===== src/rtl/ntt_pkg.sv =====
// Shared types for the NTT stage scheduler: FSM state encoding and the
// width of the write-strobe delay line.
package ntt_pkg;

  typedef enum logic [2:0] {
    ST_IDLE  = 3'd0,
    ST_LOAD  = 3'd1,
    ST_RUN   = 3'd2,
    ST_DRAIN = 3'd3,
    ST_DONE  = 3'd4
  } state_t;

  localparam int WR_DLY_W = 1;

endpackage


===== src/rtl/shiftreg.sv =====
// Fixed-depth delay line with synchronous clear; dout is din delayed by
// exactly DELAY clock cycles.
module shiftreg #(
  parameter int DELAY = 1,
  parameter int WIDTH = 1
) (
  input  logic             clk,
  input  logic             rst,
  input  logic [WIDTH-1:0] din,
  output logic [WIDTH-1:0] dout
);

  logic [WIDTH-1:0] pipe_r [DELAY];

  // shift the delay line, clearing every tap on reset
  always_ff @(posedge clk) begin
    if (rst) begin
      for (int i = 0; i < DELAY; i++) begin
        pipe_r[i] <= {WIDTH{1'b0}};
      end
    end else begin
      pipe_r[0] <= din;
      for (int i = 1; i < DELAY; i++) begin
        pipe_r[i] <= pipe_r[i-1];
      end
    end
  end

  assign dout = pipe_r[DELAY-1];

endmodule


===== src/rtl/ntt_scheduler.sv =====
// NTT stage scheduler: sequences LOGN butterfly stages over PE units.
// Optional performance counters are enabled with NTT_SCHED_PERF_EN.
module ntt_scheduler #(
  parameter int LOGN    = 8,
  parameter int PE      = 4,
  parameter int LATENCY = 6
) (
  input  logic                    clk,
  input  logic                    rst,
  input  logic                    start_valid,
  input  logic                    start_inv,
  output logic                    start_ready,
  output logic                    agu_rst,
  output logic                    agu_is_nr,
  input  logic                    agu_done,
  output logic [$clog2(LOGN)-1:0] stage,
  output logic                    rd_bank,
  output logic                    wr_en,
  output logic                    rd_en,
  output logic                    done_valid,
  input  logic                    done_ready,
  output logic                    err
`ifdef NTT_SCHED_PERF_EN
  ,
  output logic [31:0]             cycles,
  output logic [15:0]             jobs
`endif
);
  import ntt_pkg::*;

  localparam int N   = 1 << LOGN;
  localparam int CPS = N / (2 * PE);
  localparam int CW  = $clog2(CPS);
  localparam int SW  = $clog2(LOGN);
  localparam int DW  = $clog2(LATENCY + 1);

  localparam logic [CW-1:0] CYC_LAST   = CW'(CPS - 1);
  localparam logic [CW-1:0] CYC_ONE    = CW'(1);
  localparam logic [SW-1:0] STAGE_LAST = SW'(LOGN - 1);
  localparam logic [SW-1:0] STAGE_ONE  = SW'(1);
  localparam logic [DW-1:0] DRAIN_LAST = DW'(LATENCY - 1);
  localparam logic [DW-1:0] DRAIN_ONE  = DW'(1);

  state_t                state_r;
  logic [CW-1:0]         cyc_r;
  logic [DW-1:0]         dcnt_r;
  logic [SW-1:0]         stage_r;
  logic                  start_ready_r;
  logic                  agu_rst_r;
  logic                  agu_is_nr_r;
  logic                  rd_en_r;
  logic                  done_valid_r;
  logic                  err_r;
  logic                  last_s;
  logic [WR_DLY_W-1:0]   wr_en_s;

  assign last_s = (stage_r == STAGE_LAST) && (cyc_r == CYC_LAST);

  // job sequencer; outputs are registered alongside the next state
  always_ff @(posedge clk) begin
    if (rst) begin
      state_r       <= ST_IDLE;
      cyc_r         <= {CW{1'b0}};
      dcnt_r        <= {DW{1'b0}};
      stage_r       <= {SW{1'b0}};
      start_ready_r <= 1'b1;
      agu_rst_r     <= 1'b1;
      agu_is_nr_r   <= 1'b0;
      rd_en_r       <= 1'b0;
      done_valid_r  <= 1'b0;
      err_r         <= 1'b0;
    end else begin
      // agu_done must coincide exactly with the final RUN cycle
      if (state_r == ST_RUN && (agu_done != last_s)) begin
        err_r <= 1'b1;
      end
      case (state_r)
        ST_IDLE: begin
          if (start_valid && start_ready_r) begin
            state_r       <= ST_LOAD;
            agu_is_nr_r   <= start_inv;
            start_ready_r <= 1'b0;
            stage_r       <= {SW{1'b0}};
          end
        end
        ST_LOAD: begin
          state_r   <= ST_RUN;
          agu_rst_r <= 1'b0;
          rd_en_r   <= 1'b1;
          cyc_r     <= {CW{1'b0}};
        end
        ST_RUN: begin
          if (last_s) begin
            state_r   <= ST_DRAIN;
            agu_rst_r <= 1'b1;
            rd_en_r   <= 1'b0;
            dcnt_r    <= {DW{1'b0}};
          end else if (cyc_r == CYC_LAST) begin
            cyc_r   <= {CW{1'b0}};
            stage_r <= stage_r + STAGE_ONE;
          end else begin
            cyc_r <= cyc_r + CYC_ONE;
          end
        end
        ST_DRAIN: begin
          if (dcnt_r == DRAIN_LAST) begin
            state_r      <= ST_DONE;
            done_valid_r <= 1'b1;
          end else begin
            dcnt_r <= dcnt_r + DRAIN_ONE;
          end
        end
        ST_DONE: begin
          if (done_ready) begin
            state_r       <= ST_IDLE;
            done_valid_r  <= 1'b0;
            start_ready_r <= 1'b1;
          end
        end
        default: begin
          state_r       <= ST_IDLE;
          start_ready_r <= 1'b1;
          agu_rst_r     <= 1'b1;
          rd_en_r       <= 1'b0;
          done_valid_r  <= 1'b0;
        end
      endcase
    end
  end

  shiftreg #(
    .DELAY (LATENCY),
    .WIDTH (WR_DLY_W)
  ) u_wr_dly (
    .clk  (clk),
    .rst  (rst),
    .din  (rd_en_r),
    .dout (wr_en_s)
  );

`ifdef NTT_SCHED_PERF_EN
  logic [31:0] cycles_r;
  logic [15:0] jobs_r;

  // per-job busy-cycle counter and completed-job counter, both wrapping
  always_ff @(posedge clk) begin
    if (rst) begin
      cycles_r <= 32'd0;
      jobs_r   <= 16'd0;
    end else begin
      if (state_r == ST_IDLE && start_valid && start_ready_r) begin
        cycles_r <= 32'd0;
      end else if (state_r != ST_IDLE) begin
        cycles_r <= cycles_r + 32'd1;
      end
      if (state_r == ST_DONE && done_ready) begin
        jobs_r <= jobs_r + 16'd1;
      end
    end
  end

  assign cycles = cycles_r;
  assign jobs   = jobs_r;
`endif

  assign start_ready = start_ready_r;
  assign agu_rst     = agu_rst_r;
  assign agu_is_nr   = agu_is_nr_r;
  assign stage       = stage_r;
  assign rd_bank     = stage_r[0];
  assign rd_en       = rd_en_r;
  assign wr_en       = wr_en_s[0];
  assign done_valid  = done_valid_r;
  assign err         = err_r;

endmodule

===== config.mk =====
export PLATFORM = sky130hd
export DESIGN_NAME = ntt_scheduler
export DESIGN_NICKNAME = d
export VERILOG_FILES = /design/src/rtl/ntt_pkg.sv /design/src/rtl/shiftreg.sv /design/src/rtl/ntt_scheduler.sv
export SDC_FILE = /design/constraint.sdc
export NUM_CORES = 1
export LEC_CHECK = 0
export ABC_AREA = 1
export ABC_CLOCK_PERIOD_IN_PS = 1600
export BUFFER_PORTS_ARGS = -buffer_cell sky130_fd_sc_hd__buf_2
export CAP_MARGIN = 0
export CELL_PAD_IN_SITES_DETAIL_PLACEMENT = 1
export CELL_PAD_IN_SITES_GLOBAL_PLACEMENT = 1
export CORE_MARGIN = 1.5
export CORE_UTILIZATION = 35
export DETAILED_ROUTE_END_ITERATION = 8
export PLACE_DENSITY = 0.68
export SLEW_MARGIN = 20
export SYNTH_ARGS = -nofsm -noshare
export SYNTH_HDL_FRONTEND = slang
export SYNTH_HIERARCHICAL = 1
export SYNTH_SLANG_ARGS = --single-unit

===== constraint.sdc =====
create_clock -name clk -period 1.6 [get_ports clk]
set_input_delay 0.24 -clock clk [delete_from_list [all_inputs] [get_ports clk]]
set_output_delay 0.24 -clock clk [all_outputs]
set_load 0.005 [all_outputs]

## After elaboration in Yosys (flattened, before gate mapping)

Memory sizes are Yosys's and may differ from the RTL's.
Cells that the tools add are included.

- Bitwise logic cells: 9
- Reduce and logical (&&, ||, !) cells: 18
- Add/sub/neg operators: 3
- Mux-type cells: 34
- Equal/unequal tests: 15

Operator list:

| kind | number |
|---|---|
| 3-bit 2-to-1 mux | 9 |
| 1-bit 2-to-1 mux | 15 |
| 3-bit case mux with 5 select lines | 1 |
| 2-bit != test, second input constant | 6 |
| 1-bit case mux with 3 select lines | 4 |
| 3-bit case mux with 2 select lines | 2 |
| 5-bit 2-to-1 mux | 2 |
| 5-bit case mux with 2 select lines | 1 |
| 3-bit equality test, second input constant | 3 |
| 3-bit AND reduction | 3 |
| 3-bit OR reduction | 3 |
| 4-bit AND reduction | 2 |
| 3-bit by 1-bit adder with 3-bit output, second input constant | 2 |
| 3-bit by 2-bit equality test with 1-bit output, second input constant | 2 |
| 1-bit OR | 6 |
| 2-bit AND reduction | 3 |
| 2-bit nonzero test | 3 |
| 5-bit by 1-bit adder with 5-bit output, second input constant | 1 |
| 5-bit equality test, second input constant | 1 |
| 3-bit by 1-bit equality test with 1-bit output, second input constant | 1 |
| 1-bit logical AND | 3 |
| 3-bit logical NOT | 1 |
| 1-bit NOT | 3 |
| 2-bit by 1-bit != test with 1-bit output, second input constant | 1 |
| 1-bit != test | 1 |

- Memories kept: 1
- Bits in registers: 20
- Bits in writable memories: 6

Memories:

| memory | words | bits a word | rd ports | clocked after memory_dff | wr ports | RTL line | RTL |
|---|---|---|---|---|---|---|---|
| u_wr_dly.pipe_r | 6 | 1 | 6 | 0 | 6 | shiftreg.sv:13 | `logic [WIDTH-1:0] pipe_r [DELAY];` |

## Longest topological paths before layout

Gate-level depths: netlist of the first run.

- Depth after elaboration: 4
- Gate-level depth with buffers: 10
- Depth with buffers taken out: 10

## Hierarchy

The synthesis of the first run kept the hierarchy.

By module, submodules not included:

| module | seq. area each (sq um) | area each (sq um) | cells an instance | instances |
|---|---|---|---|---|
| ntt_scheduler | 400.4 | 1016.0 | 147 | 1 |
| shiftreg | 120.1 | 165.2 | 18 | 1 |

## Worst setup path after synthesis of the first run

No wires, ideal clock.

- Path type: register to register
- From: register, netlist name cyc_r[0]
- To: register done_valid_r, in the netlist done_valid
- Path buffers: 0
- Data required time: 1.530 ns
- Clock period less this slack: 1.515 ns
- Arrival time: 1.444 ns
- Stages on the path, launching flop included: 11
- Path slack: 0.085 ns
- Cell sequence: dfxtp_1 ha_1 nand2_1 nor2_1 ha_1 nand2_1 nand3_1 nand2_1 nor2_2 nand2_1 a21oi_1

RTL lines:

| element | RTL line | RTL |
|---|---|---|
| to (signal assigned) | ntt_scheduler.sv:70 | `done_valid_r <= 1'b0;` |
| to (signal assigned) | ntt_scheduler.sv:108 | `done_valid_r <= 1'b1;` |
| to (signal assigned) | ntt_scheduler.sv:116 | `done_valid_r <= 1'b0;` |
| to (decl) | ntt_scheduler.sv:52 | `logic done_valid_r;` |

## Worst setup path in the final report of the first run

- From: register cyc_r[1]
- To: register stage_r[2], in the netlist stage[2]

- Word-level cells in the longest chain between the ends: 4

Ends and longest elaborated chain:

| element | RTL line | RTL |
|---|---|---|
| from (decl) | ntt_scheduler.sv:45 | `logic [CW-1:0] cyc_r;` |
| from (signal assigned) | ntt_scheduler.sv:63 | `cyc_r <= {CW{1'b0}};` |
| from (signal assigned) | ntt_scheduler.sv:90 | `cyc_r <= {CW{1'b0}};` |
| from (signal assigned) | ntt_scheduler.sv:99 | `cyc_r <= {CW{1'b0}};` |
| 5-bit equality test * | ntt_scheduler.sv:57, ntt_scheduler.sv:98 |  |
| 1-bit logical AND | ntt_scheduler.sv:57 | `assign last_s = (stage_r == STAGE_LAST) && (cyc_r == CYC_LAST);` |
| 2-bit != test (no source line) | -- |  |
| 4-bit AND reduction (no source line) * | -- |  |
| to (signal assigned) | ntt_scheduler.sv:65 | `stage_r <= {SW{1'b0}};` |
| to (signal assigned) | ntt_scheduler.sv:83 | `stage_r <= {SW{1'b0}};` |
| to (signal assigned) | ntt_scheduler.sv:100 | `stage_r <= stage_r + STAGE_ONE;` |
| to (decl) | ntt_scheduler.sv:47 | `logic [SW-1:0] stage_r;` |

Mark *: on every way between the ends. The rest lies on a longest branch, timed or not.
A chain may end at the register's enable or synchronous reset.

==> Implementation_results.wiki, run 1 <==
{| class="wikitable"
! Metric !! Value
|-
| Status || finished, final reports clean
|-
| CTS HTree Levels || 1
|-
| Number of endpoints failing setup at the final stage || 0
|-
| Max Fanout on Critical Path || 6
|-
| Sequential-to-total area share from yosys stat || 0.441
|-
| WP data arrival || 1.83 ns
|-
| DRT antenna net count || 0
|-
| Post-synthesis adder-cell area fraction || 0.0636
|-
| Top flip-flop cell by instance count after synthesis || sky130_fd_sc_hd__dfxtp_1
|-
| Complex-gate fraction of the synthesized area || 0.0890
|-
| Areal power density over the cells || 1490 mW/mm2
|-
| Actual transition at the worst max-transition pin || 0.313 ns
|-
| Final nets || 206
|-
| Main combinational cell family by area after synthesis || simple AND/OR/NAND/NOR gates
|-
| Library cell with the largest summed area after synthesis || sky130_fd_sc_hd__dfxtp_1
|-
| Count of buffers inserted at the top-level ports || 16
|-
| Area of the die || 0.00373 mm2
|-
| Total of fill cells in the finished design || 409
|-
| Most frequent cell on the critical path || sky130_fd_sc_hd__ha_4
|-
| Leakage power figure || 0.000696 uW
|-
| Average cell area after synthesis || 7.16 um2
|-
| Number of buffers added to fix hold violations after cts || 0
|-
| Accumulated negative setup slack || 0 ns
|-
| Vias in the first global route || 1081
|-
| Vias per inst || 4.76
|-
| Final period util || 0.975
|-
| Worst Setup Path Type || flip-flop to flip-flop
|-
| Placer congestion estimate || 0.764
|-
| Top-count cell post-synth || sky130_fd_sc_hd__nand2_1
|-
| Share of flip-flops with an asynchronous set or reset || 0
|-
| DR DRC count || 0
|-
| Master cell of the clock root buffer || sky130_fd_sc_hd__clkbuf_4
|-
| Crit start category || flip-flop
|-
| Path category of the worst min-delay check || input port to flip-flop
|-
| Clock-pin transition on the worst setup and hold timing paths || 0.14 ns
|-
| Number of instances in the synthesized netlist || 165
|-
| Worst path cell trace || ha_4, nand2_4, nor2_4, ha_4, buf_6, o21a_1, nand3_4, nand2_2, nand2_1, nor2_1
|-
| Final worst path period need || 1.56 ns
|-
| Parity-gate share of the synthesized area counting xor and xnor cells || 0
|-
| Final hold violations || 0
|-
| Antenna diode instance count || 0
|-
| Final Instance Area || 0.00152 mm2
|-
| Drt total wl || 3.05 mm
|-
| Pin count of the biggest net entering global routing || 18
|-
| Worst skew pair latency || 0.32 ns
|-
| TritonCTS Buffers || 3
|-
| Total track usage || 0.176
|-
| Worst-case clock buffer depth || 2
|-
| Portion of netlist area occupied by mux cells || 0
|-
| Critical path's slowest cell || sky130_fd_sc_hd__dfxtp_2
|-
| Clock sinks || 26
|-
| Antenna violations before repair || 0
|-
| Worst max-slew margin expressed relative to the limit || 0.791
|-
| Worst Path Required || 1.87 ns
|-
| TritonCTS clock tree || done
|-
| Setup Skew || 0.00517 ns
|-
| Count of flip-flops with a built-in enable after synthesis || 0
|-
| Top cells by area in the synthesized netlist || sky130_fd_sc_hd__dfxtp_1, sky130_fd_sc_hd__nand2_1, sky130_fd_sc_hd__nor2_1, sky130_fd_sc_hd__inv_1, sky130_fd_sc_hd__ha_1
|-
| Cell area after synthesis || 0.00118 mm2
|-
| Post-synth cell types || 19
|-
| Standard cell core area || 0.00313 mm2
|-
| Wire length of the first global-routing pass || 4.82 mm
|-
| Fraction of final layout cells with drive strength greater than 1 || 0.297
|-
| Starting density of the core || 0.378
|-
| Share of Yosys cell area claimed by the top area cell type || 0.441
|-
| Post-Layout Cell Count || 236
|-
| Endpoint class of the critical path || flip-flop
|-
| Maximum vdd ir drop || 0.717 mV
|-
| Flip-flop and latch count after synthesis || 26
|-
| Top cells by instance count after synthesis || sky130_fd_sc_hd__nand2_1, sky130_fd_sc_hd__nor2_1, sky130_fd_sc_hd__dfxtp_1
|-
| Routed wire per std cell || 12.9 um
|-
| Area growth from synthesis to final layout || 28.4%
|-
| Area share of and/or/nand/nor cells after synthesis || 0.315
|-
| Util after Layout || 0.485
|-
| Height of the chip || 61.1 um
|-
| Placed cell area || 0.00135 mm2
|-
| Die Span X || 61.1 um
|-
| Ports || 17
|-
| Max-slew violation count || 0
|-
| Cell row count || 20
|-
| Synth Net Count || 177
|-
| Total of max-cap violations || 0
|-
| # placed instances || 229
|-
| Total via count after detailed routing || 1123
|-
| Slowest cell delay on critical path || 0.38 ns
|-
| Unrepaired setup endpoints after global routing || yes
|-
| Worst hold-check slack || 0.192 ns
|-
| Yosys warns || 6
|-
| Post-detail-place hpwl || 2.22 mm
|-
| Number of optimization iterations in the first detailed-route pass || 4
|-
| First DRT Iteration DRCs || 54
|-
| Maximum clock frequency || 641 MHz
|-
| GRT overflow || 0
|}
cell usage in the layout, fill, tap and decap left out, types with 5 or more instances in the layout:
| cell type | instances |
|---|---|
| sky130_fd_sc_hd__a21oi_1 | 11 |
| sky130_fd_sc_hd__buf_2 | 16 |
| sky130_fd_sc_hd__buf_4 | 9 |
| sky130_fd_sc_hd__dfxtp_1 | 22 |
| sky130_fd_sc_hd__inv_1 | 23 |
| sky130_fd_sc_hd__nand2_1 | 31 |
| sky130_fd_sc_hd__nand2_2 | 6 |
| sky130_fd_sc_hd__nand3_1 | 8 |
| sky130_fd_sc_hd__nor2_1 | 27 |
| sky130_fd_sc_hd__o21ai_0 | 5 |
layer usage:
layer,up-vias,share of wire,routed length [um],GRT usage
met1,529,0.46,1390,0.226
li1,572,-,-,-
met5,-,0,0,0
met3,8,0.017,52,0.0189
met4,0,0.019,59,0.0683
met2,14,0.51,1550,0.302
metrics by stage:
| step | setup WS, ns | power [uW] |
|---|---|---|
| 3_3_place_gp | 0.0115 | 1770 |
| 2_1_floorplan | 0.0851 | 1530 |
| 4_1_cts | 0.00549 | 2190 |
| 3_5_place_dp | -0.0891 | 1830 |
| 5_1_grt | -0.0332 | 2440 |
| 6_report | 0.0393 | 2260 |
worst paths after layout:
| path | start | endpoint | slack (ns) | cells past startpoint |
|---|---|---|---|---|
| worst max-delay path | cyc_r[1]$_SDFFE_PP0P_ | stage[2]$_SDFFE_PP0P_ | 0.04 | 10 |
| worst min-delay path | agu_done | err$_SDFFE_PP0P_ | 0.19 | 3 |
| worst max register to register | cyc_r[1]$_SDFFE_PP0P_ | stage[2]$_SDFFE_PP0P_ | 0.04 | 10 |
| worst min register to register | u_wr_dly/pipe_r[0][4]$_SDFF_PP0_ | u_wr_dly/pipe_r[0][5]$_SDFF_PP0_ | 0.41 | 2 |
cell type report:
cell class	instances	area, um2	area share
inverter	24	90.1	0.0594
multi-input combinational	112	653	0.431
sequential	26	526	0.347
clock buffer	3	22.5	0.0149
timing repair buffer	27	170	0.112
tap	44	55.1	0.0363
registers in the layout (all words and copies together) (netlist names):
| register | flops |
|---|---|
| stage | 3 |
| dcnt_r | 3 |
| cyc_r | 5 |
| start_ready | 1 |
| done_valid | 1 |
| err | 1 |
| agu_rst | 1 |
| state_r | 3 |
| agu_is_nr | 1 |
| u_wr_dly/pipe_r | 6 |
| rd_en | 1 |
what timing repair did:
item / in CTS / in global routing
pin swaps: 7 / 7
resized for setup: 15 / 15
gates cloned: 0 / 0
buffers inserted: 2 / 2
setup endpoints to repair: 16 / 16
worst max-delay path, delay by kind of cell, from the launching register on:
kind / cells / cell delay [ns]
AOI/OAI and AO/OA: 1 / 0.14
adders and majority gates: 2 / 0.34
buffers and inverters: 1 / 0.10
DFF: 1 / 0.38
and+or+nand+nor: 6 / 0.55
kinds of logic after synthesis:
group | count (synthesis)
adders and majority gates | 6
AOI/OAI and AO/OA | 20
DFF | 26
and+or+nand+nor | 86
buffers and inverters | 27
where the power goes:
part	switching [uW]	internal, uW	leakage [uW]
Sequential	131	787	0.000213
Clock	190	88.3	0.0000138
Combinational	646	415	0.000468
Total	966	1290	0.000696
(Power assumes the default switching activity.)
==> run 2: changes to the inputs <==
--- a/config.mk
+++ b/config.mk
@@ -5,16 +5,15 @@
 export SDC_FILE = /design/constraint.sdc
 export NUM_CORES = 1
 export LEC_CHECK = 0
-export ABC_AREA = 1
 export ABC_CLOCK_PERIOD_IN_PS = 1600
 export BUFFER_PORTS_ARGS = -buffer_cell sky130_fd_sc_hd__buf_2
 export CAP_MARGIN = 0
 export CELL_PAD_IN_SITES_DETAIL_PLACEMENT = 1
 export CELL_PAD_IN_SITES_GLOBAL_PLACEMENT = 1
 export CORE_MARGIN = 1.5
-export CORE_UTILIZATION = 35
+export CORE_UTILIZATION = 38
 export DETAILED_ROUTE_END_ITERATION = 8
-export PLACE_DENSITY = 0.68
+export PLACE_DENSITY = 0.7
 export SLEW_MARGIN = 20
 export SYNTH_ARGS = -nofsm -noshare
 export SYNTH_HDL_FRONTEND = slang
==> run 2 against run 1 <==
Worst hold slack got worse by 0.048 ns. Critical endpoint is now cyc_r[1]$_SDFFE_PP0P_. Clock power up 69%. The run now ends with negative setup slack left. Global-route usage rose by 1.3 points. Critical path depth decreased by 3. Sequential share of layout area shrank 3.0 points.
==> Implementation_results.wiki, run 2 <==
{| class="wikitable"
! Metric !! Value
|-
| Library cell with the largest summed area after synthesis || sky130_fd_sc_hd__dfxtp_1
|-
| Worst Setup Path Type || flip-flop to flip-flop
|-
| WP depth || 7
|-
| Total track usage || 0.189
|-
| Height of the chip || 59.5 um
|-
| Vias per inst || 5.13
|-
| Final nets || 183
|-
| Worst-case clock buffer depth || 2
|-
| Sequential-to-total area share from yosys stat || 0.430
|-
| Setup Skew || 0.0142 ns
|-
| Status || finished, violations left
|-
| Share of flip-flops with an asynchronous set or reset || 0
|-
| TritonCTS Buffers || 3
|-
| Cell area after synthesis || 0.00121 mm2
|-
| Number of buffers added to fix hold violations after cts || 0
|-
| Most frequent standard cell in the layout excluding fill and tap cells || sky130_fd_sc_hd__dfxtp_1
|-
| Drt total wl || 3.06 mm
|-
| Total via count after detailed routing || 1098
|-
| Critical path's slowest cell || sky130_fd_sc_hd__or4b_1
|-
| CP Buf/Inv Count || 0
|-
| Area growth from synthesis to final layout || 36.3%
|-
| Clock sinks || 26
|-
| Final worst path period need || 1.69 ns
|-
| Worst-case reg-to-reg path depth || 7
|-
| Violations in the final reports || negative setup slack
|-
| Max Fanout on Critical Path || 4
|-
| Clock-pin transition on the worst setup and hold timing paths || 0.16 ns
|-
| Crit start category || flip-flop
|-
| Standard cell core area || 0.00303 mm2
|-
| Worst max-slew margin expressed relative to the limit || 0.709
|-
| Max-slew violation count || 0
|-
| Routed wire per std cell || 14.3 um
|-
| Area of the die || 0.00353 mm2
|-
| Average cell area after synthesis || 9.04 um2
|-
| Worst path cell trace || ha_4, and3_4, ha_4, nand2_4, nand3b_1, or4b_1, o21ai_1
|-
| Most frequent cell on the critical path || sky130_fd_sc_hd__ha_4
|-
| Post-detail-place hpwl || 2.11 mm
|-
| Maximum vdd ir drop || 0.582 mV
|-
| Antenna violations before repair || 0
|-
| Top flip-flop cell by instance count after synthesis || sky130_fd_sc_hd__dfxtp_1
|-
| Fraction of final layout cells with drive strength greater than 1 || 0.376
|-
| Top cells by instance count after synthesis || sky130_fd_sc_hd__dfxtp_1, sky130_fd_sc_hd__a21oi_1, sky130_fd_sc_hd__nand2_1
|-
| Vias in the first global route || 1129
|-
| Synth Net Count || 146
|-
| Endpoint class of the critical path || flip-flop
|-
| Post-route total power || 1520 uW
|-
| Leakage power figure || 0.000685 uW
|-
| Cell row count || 20
|-
| Final hold violations || 0
|-
| Antenna diode instance count || 0
|-
| DR DRC count || 0
|-
| First DRT Iteration DRCs || 22
|-
| Placer congestion estimate || 0.748
|-
| Total of max-cap violations || 0
|-
| Top-count cell post-synth || sky130_fd_sc_hd__dfxtp_1
|-
| CTS HTree Levels || 1
|-
| Number of optimization iterations in the first detailed-route pass || 2
|-
| Highest-count cells in the layout ignoring fill and taps || sky130_fd_sc_hd__dfxtp_1, sky130_fd_sc_hd__buf_4, sky130_fd_sc_hd__buf_2
|-
| Pin count of the biggest net entering global routing || 22
|-
| WP data arrival || 1.96 ns
|-
| GRT overflow || 0
|-
| Flip-flop and latch count after synthesis || 26
|-
| Dominant delay contributor by cell family on the critical path || simple AND/OR/NAND/NOR gates
|-
| Max reg flops || 6
|-
| Starting density of the core || 0.400
|-
| TritonCTS clock tree || done
|-
| Die Span X || 59.5 um
|-
| Path category of the worst min-delay check || input port to flip-flop
|-
| Yosys warns || 6
|-
| Register-to-register path setup slack || -0.09 ns
|-
| Worst hold-check slack || 0.145 ns
|-
| Accumulated negative setup slack || -0.384 ns
|-
| Master cell of the clock root buffer || sky130_fd_sc_hd__clkbuf_4
|-
| Capturing element of the worst setup path || cyc_r[1]$_SDFFE_PP0P_
|-
| Worst setup margin || -0.0862 ns
|-
| Worst skew pair latency || 0.34 ns
|-
| Worst reg2reg startpoint || cyc_r[1]$_SDFFE_PP0P_
|-
| Areal power density over the cells || 921 mW/mm2
|-
| Count of flip-flops with a built-in enable after synthesis || 0
|-
| Number of instances in the synthesized netlist || 134
|-
| Share of Yosys cell area claimed by the top area cell type || 0.430
|-
| End of the worst register-to-register path || cyc_r[1]$_SDFFE_PP0P_
|-
| Post-synth cell types || 37
|-
| Util after Layout || 0.545
|-
| Number of endpoints failing setup at the final stage || 8
|-
| Top cells by area in the synthesized netlist || sky130_fd_sc_hd__dfxtp_1, sky130_fd_sc_hd__ha_1, sky130_fd_sc_hd__a21oi_1, sky130_fd_sc_hd__nor2b_1, sky130_fd_sc_hd__nand2_1
|-
| DRT antenna net count || 0
|-
| Actual transition at the worst max-transition pin || 0.436 ns
|-
| Register with the highest flop count || u_wr_dly/pipe_r
|-
| Worst Path Required || 1.88 ns
|-
| Final period util || 1.05
|-
| Largest registers in the final layout || u_wr_dly/pipe_r (6), cyc_r (5)
|-
| CP startpoint || cyc_r[1]$_SDFFE_PP0P_
|-
| Ports || 17
|-
| Unrepaired setup endpoints after global routing || yes
|-
| Slowest cell delay on critical path || 0.49 ns
|-
| Maximum clock frequency || 593 MHz
|-
| Wire length of the first global-routing pass || 5.09 mm
|-
| Count of buffers inserted at the top-level ports || 16
|}
[run 2: changes by cell type in the layout (fill, tap and decap cells not counted), sizes merged, moves of 3 or more]
cell / delta
nand4: -3
nand2b: +6
and3: +3
nand3b: +4
buf: +12
nand3: -6
nor3: +3
inv: -21
nor2: -24
nand2: -28
nor2b: +8
[run 2: metrics by stage]
step	std cells	worst slack [ns]	cell area, um2
after floorplan	134	-0.0609	1230
after global placement	205	-0.0551	1480
after detailed placement	205	-0.154	1480
after CTS	213	-0.132	1590
after global routing	214	-0.167	1650
final	214	-0.0862	1650
[run 2: cell families after synthesis]
logic type / share of synthesized area
AO/OA/AOI/OAI: 0.143
XOR/XNOR: 0.0217
adder cells (fa/ha/maj): 0.0620
buffers and inverters: 0.0341
flip-flops: 0.430
AND/OR/NAND/NOR: 0.310
[run 2: where the power goes]
| part | total (uW) | leakage [uW] | internal, uW | switching [uW] |
|---|---|---|---|---|
| Sequential | 744 | 0.000212 | 690 | 54.5 |
| Combinational | 305 | 0.000444 | 159 | 146 |
| Clock | 470 | 0.0000279 | 254 | 216 |
| Total | 1520 | 0.000685 | 1100 | 417 |
[run 2: cell type report]
| cell class | instances | area, um2 |
|---|---|---|
| well taps | 44 | 55.1 |
| clock buffers | 3 | 22.5 |
| flip-flops and latches | 26 | 523 |
| fillers | 346 | 1380 |
| clock inverters | 1 | 30.0 |
| repair buffers | 39 | 256 |
| inverters | 3 | 11.3 |
| multi-input cells | 98 | 752 |
[run 2: metal layers]
layer / global-route usage / vias up / wire length [um] / share of wire
met5: 0 / - / 0 / 0
met4: 0.0747 / 0 / 33 / 0.011
met3: 0.0218 / 4 / 47 / 0.015
met2: 0.330 / 10 / 1580 / 0.52
met1: 0.235 / 533 / 1400 / 0.46
li1: - / 551 / - / -
[run 2: worst min-delay path by stage]
stage	from	to	cells past startpoint
2_1_floorplan	rst	u_wr_dly/pipe_r[0][0]$_SDFF_PP0_	1
3_3_place_gp	u_wr_dly/pipe_r[0][4]$_SDFF_PP0_	u_wr_dly/pipe_r[0][5]$_SDFF_PP0_	1
3_5_place_dp	u_wr_dly/pipe_r[0][3]$_SDFF_PP0_	u_wr_dly/pipe_r[0][4]$_SDFF_PP0_	1
4_1_cts	start_inv	agu_is_nr$_SDFFE_PP0P_	3
5_1_grt	start_inv	agu_is_nr$_SDFFE_PP0P_	3
6_report	start_inv	agu_is_nr$_SDFFE_PP0P_	3
[run 2: worst min-delay path, cell delays in order]
cell and delay (ns):
sky130_fd_sc_hd__buf_2 0.10, sky130_fd_sc_hd__nand3_1 0.05, sky130_fd_sc_hd__a21oi_1 0.05
[run 2: what timing repair did]
action                                  CTS  global route
gates resized for setup                   8            12
cloned                                    0             0
buffers inserted                          5             3
endpoints found under the setup margin    7            14
pin swaps                                 7            14
